`src/rtl/ul8_cpu_core.sv`:
```
// ul8_cpu_core: accumulator CPU with on-chip RAM, program load port, 3-tick instruction cycle.
// Build option UL8_STEP_EN adds step_mode/step inputs and a WAIT state after EXECUTE.
module ul8_cpu_core #(
   parameter int    DATA_W    = 8,
   parameter int    ADDR_W    = 5,
   parameter string INIT_FILE = ""
) (
   input  logic              clk,
   input  logic              resetn,
   input  logic              tick,
   input  logic              startn,
`ifdef UL8_STEP_EN
   input  logic              step_mode,
   input  logic              step,
`endif
   input  logic              ld_we,
   input  logic [ADDR_W-1:0] ld_addr,
   input  logic [DATA_W-1:0] ld_data,
   output logic [DATA_W-1:0] akku,
   output logic [ADDR_W-1:0] pc,
   output logic [DATA_W-1:0] ir,
   output logic [2:0]        state,
   output logic              busy,
   output logic              halted
);

   localparam logic [2:0] S_IDLE    = 3'b000;
   localparam logic [2:0] S_FETCH   = 3'b001;
   localparam logic [2:0] S_DECODE  = 3'b010;
   localparam logic [2:0] S_EXECUTE = 3'b011;
`ifdef UL8_STEP_EN
   localparam logic [2:0] S_WAIT    = 3'b100;
`endif
   localparam logic [2:0] S_HALT    = 3'b101;

   localparam logic [ADDR_W-1:0] PC_ONE = ADDR_W'(1);

   logic [DATA_W-1:0] r_ram [0:(1<<ADDR_W)-1];
   logic [DATA_W-1:0] r_akku;
   logic [DATA_W-1:0] r_ir;
   logic [ADDR_W-1:0] r_pc;
   logic [ADDR_W-1:0] r_operand;
   logic [2:0]        r_state;
   logic              r_startn;
   logic              r_pending;

   logic              w_start_evt;
   logic              w_parked;
   logic              w_consume;
   logic              w_ld_ok;
   logic              w_stv;
   logic [2:0]        w_opcode;
   logic [2:0]        w_after_exec;
   logic [DATA_W-1:0] w_mem;

   assign w_opcode    = r_ir[DATA_W-1 -: 3];
   assign w_mem       = r_ram[r_operand];
   assign w_start_evt = r_startn & ~startn;
   assign w_parked    = (r_state == S_IDLE) || (r_state == S_HALT);
   assign w_consume   = tick && r_pending && w_parked;
   assign w_ld_ok     = ld_we && w_parked;
   assign w_stv       = tick && (r_state == S_EXECUTE) && (w_opcode == 3'b001);

`ifdef UL8_STEP_EN
   assign w_after_exec = step_mode ? S_WAIT : S_FETCH;
`else
   assign w_after_exec = S_FETCH;
`endif

   // RAM has no reset so a loaded program survives resetn
   always_ff @(posedge clk) begin
      if (w_ld_ok) begin
         r_ram[ld_addr] <= ld_data;
      end else if (w_stv) begin
         r_ram[r_operand] <= r_akku;
      end
   end

   always_ff @(posedge clk or negedge resetn) begin
      if (!resetn) begin
         r_state   <= S_IDLE;
         r_pc      <= '0;
         r_akku    <= '0;
         r_ir      <= '0;
         r_operand <= '0;
         r_pending <= 1'b0;
         r_startn  <= 1'b1;
      end else begin
         r_startn <= startn;
         if (w_start_evt) begin
            r_pending <= 1'b1;
         end else if (w_consume) begin
            r_pending <= 1'b0;
         end
         if (tick) begin
            case (r_state)
               S_IDLE: begin
                  if (r_pending) r_state <= S_FETCH;
               end
               S_FETCH: begin
                  r_ir    <= r_ram[r_pc];
                  r_state <= S_DECODE;
               end
               S_DECODE: begin
                  r_pc      <= r_pc + PC_ONE;
                  r_operand <= r_ir[ADDR_W-1:0];
                  r_state   <= S_EXECUTE;
               end
               S_EXECUTE: begin
                  r_state <= w_after_exec;
                  case (w_opcode)
                     3'b000:  r_akku <= w_mem;
                     3'b010:  r_akku <= r_akku + w_mem;
                     3'b011:  r_akku <= ~(r_akku & w_mem);
                     3'b100:  r_pc <= r_operand;
                     3'b101:  if (r_akku[DATA_W-1]) r_pc <= r_operand;
                     3'b110:  r_akku <= ~r_akku;
                     3'b111:  r_state <= S_HALT;
                     default: ;
                  endcase
               end
`ifdef UL8_STEP_EN
               S_WAIT: begin
                  if (step) r_state <= S_FETCH;
               end
`endif
               S_HALT: begin
                  if (r_pending) begin
                     r_pc    <= '0;
                     r_akku  <= '0;
                     r_ir    <= '0;
                     r_state <= S_FETCH;
                  end
               end
               default: r_state <= S_HALT;
            endcase
         end
      end
   end

   assign akku   = r_akku;
   assign pc     = r_pc;
   assign ir     = r_ir;
   assign state  = r_state;
   assign busy   = ~w_parked;
   assign halted = (r_state == S_HALT);

endmodule

```
`config.mk`:
```
export PLATFORM = sky130hd
export DESIGN_NAME = ul8_cpu_core
export DESIGN_NICKNAME = d
export VERILOG_FILES = /design/src/rtl/ul8_cpu_core.sv
export SDC_FILE = /design/constraint.sdc
export NUM_CORES = 1
export LEC_CHECK = 0
export ABC_CLOCK_PERIOD_IN_PS = 4300
export BUFFER_PORTS_ARGS = -buffer_cell sky130_fd_sc_hd__clkbuf_2
export CORE_UTILIZATION = 60
export DETAILED_ROUTE_END_ITERATION = 16
export PLACE_DENSITY = 0.82
export SETUP_SLACK_MARGIN = 0.5
export SLEW_MARGIN = 20
export SYNTH_ARGS = -nofsm -noshare
export SYNTH_HDL_FRONTEND = slang
export SYNTH_SLANG_ARGS = --single-unit
```
`constraint.sdc`:
```
create_clock -name clk -period 4.3 [get_ports clk]
set_clock_uncertainty 0.2 [all_clocks]
set_input_delay 0.86 -clock clk [delete_from_list [all_inputs] [get_ports clk]]
set_output_delay 0.86 -clock clk [all_outputs]
set_load 0.01 [all_outputs]
```
Word level (Yosys, flattened, before mapping)

Memory sizes are Yosys's and may differ from the RTL's.
Index checks and enable logic that the tools add are counted.

$add $sub $neg: 2
Eq/ne operators: 16
Multiplexer cells: 21
Bitwise operators: 6
Reductions and logical operators: 19

Operators by type and width:

| kind                  | number |
|---|---|
| $pmux W8 S2           | 2 |
| $pmux W8 S4           | 1 |
| $mux W8               | 2 |
| $not A8 Y8            | 2 |
| $eq A3 B3 Y1 const B  | 5 |
| $mux W5               | 3 |
| $pmux W5 S3           | 1 |
| $eq A3 B2 Y1 const B  | 4 |
| $pmux W3 S4           | 1 |
| $pmux W5 S2           | 1 |
| $add A8 B8 Y8         | 1 |
| $and A8 B8 Y8         | 1 |
| $mux W1               | 8 |
| $reduce_or A8 Y1      | 1 |
| $eq A3 B1 Y1 const B  | 2 |
| $logic_not A3 Y1      | 2 |
| $mux W3               | 2 |
| $reduce_bool A2 Y1    | 3 |
| $add A5 B1 Y5 const B | 1 |
| $logic_and A1 B1 Y1   | 5 |
| $ne A5 B1 Y1 const B  | 1 |
| $reduce_and A5 Y1     | 1 |
| $ne A2 B1 Y1 const B  | 2 |
| $reduce_and A2 Y1     | 2 |
| 9 further kinds       | 10 |

Bits in registers: 31
RAM bits: 256
Bits of input ports: 18
Word-level logic and storage cells: 72
Memories kept: 1

Memories:

| memory | words | bits a word | rd ports | clocked after memory_dff | wr ports | RTL line | source |
|---|---|---|---|---|---|---|---|
| r_ram  | 32    | 8           | 2        | 0                        | 1        | 38       | `logic [DATA_W-1:0] r_ram [0:(1<<ADDR_W)-1];` |

Logic depth before layout (Yosys ltp)

Word-level depth: 8
Depth in mapped cells: 15
Depth with buffers taken out: 12

Worst setup path before layout

OpenSTA, ideal clock, no wires.

Path type: register to register
Start point: register r_operand[2]
End point: register r_akku[6] (netlist: akku[6])
Arrival: 3,443 ps
Required time: 4,006 ps
Setup slack: 563 ps
Cell stages (with the launch flop): 16
Path buffers: 3
Period minus slack after synthesis: 3,737 ps
Path through: dfrtp_1 -> buf_2 -> buf_2 -> clkbuf_1 -> mux4_2 -> mux4_2 -> nand2_1 -> nand2_1 -> ha_1 -> fa_1 -> a211oi_1 -> o21ai_0 -> a21oi_1 -> xnor2_1 -> o21ai_0 -> a211oi_1

Cells in the longest elaborated chain, start to end: 5
Elaborated cells on any way between the ends: 6

Ends and longest elaborated chain:

| item                                                                  | RTL line | source |
|---|---|---|
| start, declared                                                       | 42       | `logic [ADDR_W-1:0] r_operand;` |
| start signal, assigned                                                | 106      | `r_operand <= r_ir[ADDR_W-1:0];` |
| $mem_v2 Z32 W8 *                                                      | n/a      |  |
| parallel branches: the longest is 2 deep, another holds $add A8 B8 Y8 | n/a      |  |
| $pmux W8 S4 *                                                         | 111      | `case (w_opcode)` |
| $pmux W8 S2 *                                                         | 96       | `case (r_state)` |
| end signal, assigned                                                  | 112      | `3'b000: r_akku <= w_mem;` |
| end signal, assigned                                                  | 113      | `3'b010: r_akku <= r_akku + w_mem;` |
| end signal, assigned                                                  | 114      | `3'b011: r_akku <= ~(r_akku & w_mem);` |
| end, declared                                                         | 39       | `logic [DATA_W-1:0] r_akku;` |

Every way passes the cells marked *.
A chain may end at the register's enable or synchronous reset.

Worst setup path after layout

Start point: register r_operand[1]
End point: register r_akku[6] (netlist: akku[6])

Same word-level chain as after synthesis.

==> flow_summary.json <==
{
  "fin_crit_sh_pct": 88.0,
  "cp-end-kind": "flop",
  "wl_um": 39500,
  "start_kind": "flop",
  "setup_viol_count_final": 0,
  "cp_top_family": "multiplexers",
  "yosys.area_share.simple_pct": 5.58,
  "gr-total-overflow": 0,
  "synth_warnings": 0,
  "place.gp.congestion": 0.997,
  "ios": 44,
  "fin_nets": 913,
  "synth-compound-area-share_pct": 4.32,
  "cts_hold_buf": 0,
  "slowest_delay_ns": 0.50,
  "vias_per_cell": 7.53,
  "synthAdderAreaFrac_pct": 0.946,
  "buffer_ports.inserted": 43,
  "synth_top_family_by_area": "multiplexers",
  "cts_buffer_depth": 3,
  "synth_top_area_cell": "edfxtp_1",
  "avgSynthCellArea_sq_um": 17.3,
  "hpwl_um": 26600,
  "critPathKind": "reg -> reg",
  "async_flop_share_pct": 10.8,
  "cts-root-buf": "clkbuf_16",
  "rsz0062_at_grt": "true",
  "drive_gt1_share_pct": 36.7,
  "cts_tree": "built",
  "synthMuxAreaShare_pct": 25.9,
  "place_area_sq_mm": 0.0148,
  "report.final.slew_viol_count": 0,
  "rows": 55,
  "drc": 0,
  "tns_ns": 0,
  "numCtsBuffers": 28,
  "dieWidth_um": 155,
  "drt_iter0_drc": 1815,
  "design_area_sq_mm": 0.0158,
  "outcome": "finished clean",
  "p_per_area_mw_per_mm2": 650,
  "clk_pin_slew_ns": 0.07,
  "cts_sinks": 287,
  "grt_use_total_pct": 34.1,
  "finalCriticalPeriod_ns": 3.78,
  "cpMaxStageDelayCell": "mux4_2",
  "start_util_pct": 61.6,
  "worst_slew_pin_slew_ns": 1.04,
  "syn_nets": 837,
  "die_height_um": 155,
  "ys_seq_area_share_pct": 60.4,
  "critPathMaxFanout": 6,
  "hold_class": "in -> async",
  "crit_chain": "buf_4 -> buf_8 -> mux4_2 -> mux4_2 -> nand2_2 -> nand2_2 -> ha_4 -> fa_2 -> a211oi_2 -> o21ai_1 -> a21oi_1 -> xnor2_1 -> o21ai_1 -> a211oi_1",
  "grt_max_degree": 68,
  "antenna_found_initial": 1,
  "path_buf_inv": 2,
  "grt_pass1_wl_um": 58300,
  "p_leak_uw": 0.00528,
  "drv_cap": 0,
  "synthToLayoutAreaGrowth_pct": 13.0,
  "synth_commonest_cells": "256 x edfxtp_1, 151 x mux4_2, 64 x nand2_1",
  "synth.distinct_cells": 49,
  "synth_most_common_cell": "edfxtp_1",
  "crit_arrival_ns": 4.04,
  "syn-instance-count": 809,
  "wl_per_cell_um": 32.4,
  "first_global_vias": 8891,
  "ant_nets": 0,
  "synth_top_area_share_pct": 54.8,
  "synthXorXnorAreaFrac_pct": 0.437,
  "clock.fmax_mhz": 264,
  "hold_viol_final": 0,
  "drt-pass1-iter-count": 8,
  "synth.cell_area_sq_mm": 0.0140,
  "peakVddDrop_v": 0.000453,
  "core_sq_mm": 0.0228,
  "slew_headroom_pct": 30.5,
  "synthFlopType": "edfxtp_1",
  "synth_area_leaders": "edfxtp_1 55%, mux4_2 24%, dfrtp_1 5.4%, nand2_1 1.7%, clkbuf_1 0.99%",
  "synth_seq_cells": 287,
  "required_ns": 4.56,
  "synth_edf_count": 256,
  "htree_levels": 1,
  "vias": 9198,
  "worstSkewPairLatency_ns": 0.54,
  "dieArea_sq_mm": 0.0240
}
[cells by family after synthesis]
| family | Yosys count |
|---|---|
| simple gates | 169 |
| buf+inv | 74 |
| xor+xnor | 7 |
| flops | 287 |
| mux | 167 |
| compound gates | 95 |
| fa+ha+maj | 10 |
[area by class of cell]
| cell class | count | area (sq um) |
|---|---|---|
| inverter | 16 | 60.1 |
| tap | 313 | 392 |
| sequential | 287 | 8480 |
| clock inverter | 17 | 116 |
| fill | 1362 | 6930 |
| clock buffer | 35 | 748 |
| antenna | 1 | 2.50 |
| timing repair buffer | 104 | 758 |
| multi-input combinational | 448 | 5290 |
[path summary, 6_finish.rpt]
path	startpoint	to	slack (ns)	cells past startpoint
max	r_operand[1]$_DFFE_PN0P_	akku[6]$_DFFE_PN0P_	0.52	14
min	resetn	pc[0]$_DFFE_PN0P_	0.20	1
max reg2reg	r_operand[1]$_DFFE_PN0P_	akku[6]$_DFFE_PN0P_	0.52	14
min reg2reg	ir[3]$_DFFE_PN0P_	ir[3]$_DFFE_PN0P_	0.33	2
max in group asynchronous	resetn	r_operand[1]$_DFFE_PN0P_	3.09	1
min in group clk	startn	r_startn$_DFF_PN1_	0.21	1
[sequential cells by signal, summed over array words and instances, names as in the netlist]
name / count
ir: 8
r_operand: 5
akku: 8
state: 3
pc: 5
r_ram: 256
r_pending: 1
r_startn: 1
[layer usage]
metal	vias up	wire length [um]	part of all wire (%)	GRT usage, %
met5	-	17	0.043	0
met4	2	2540	6.4	17.1
met3	179	5210	13	7.77
met2	887	18100	46	52.0
met1	4634	13600	34	47.0
li1	3496	-	-	-
[cell usage in the layout (no fill, tap or decap), types with 10 or more instances in the layout]
master       n
mux4_2     152
a22oi_1     10
nand3_1     13
mux2_2      10
edfxtp_1   256
nor2_1      27
o21ai_0     20
nor2b_1     10
nor3_1      20
nand2_1     60
dfrtp_1     26
clkbuf_2    43
buf_4       52
inv_1       16
o22ai_1     11
a21oi_1     17
clkbuf_16   29
[timing repair]
item	CTS	global route
buffers inserted	6	2
endpoints found under the setup margin	16	49
gates resized for setup	7	24
pin swaps	0	5
[where the power goes]
part           leakage, uW  internal, uW  switching [uW]  total, uW
clock network     0.000411          1290            1040       2330
logic              0.00218          2080            2360       4440
registers          0.00268          3230             288       3520
total              0.00528          6610            3690      10300
[per-stage QoR]
| stage | setup WS (ns) | power [uW] | hold WS (ns) | std cells | util (%) |
|---|---|---|---|---|---|
| floorplan | 0.563 | 6470 | 0.283 | 809 | - |
| global placement | 0.391 | 7530 | 0.296 | 1160 | 64.9 |
| detailed placement | 0.278 | 7640 | 0.306 | 1160 | 64.9 |
| CTS | 0.488 | 10000 | 0.203 | 1218 | 69.1 |
| global route | 0.380 | 10600 | 0.209 | 1220 | 69.5 |
| finish | 0.518 | 10300 | 0.202 | 1221 | 69.6 |
Note: power is estimated with default switching activity, not from simulation.
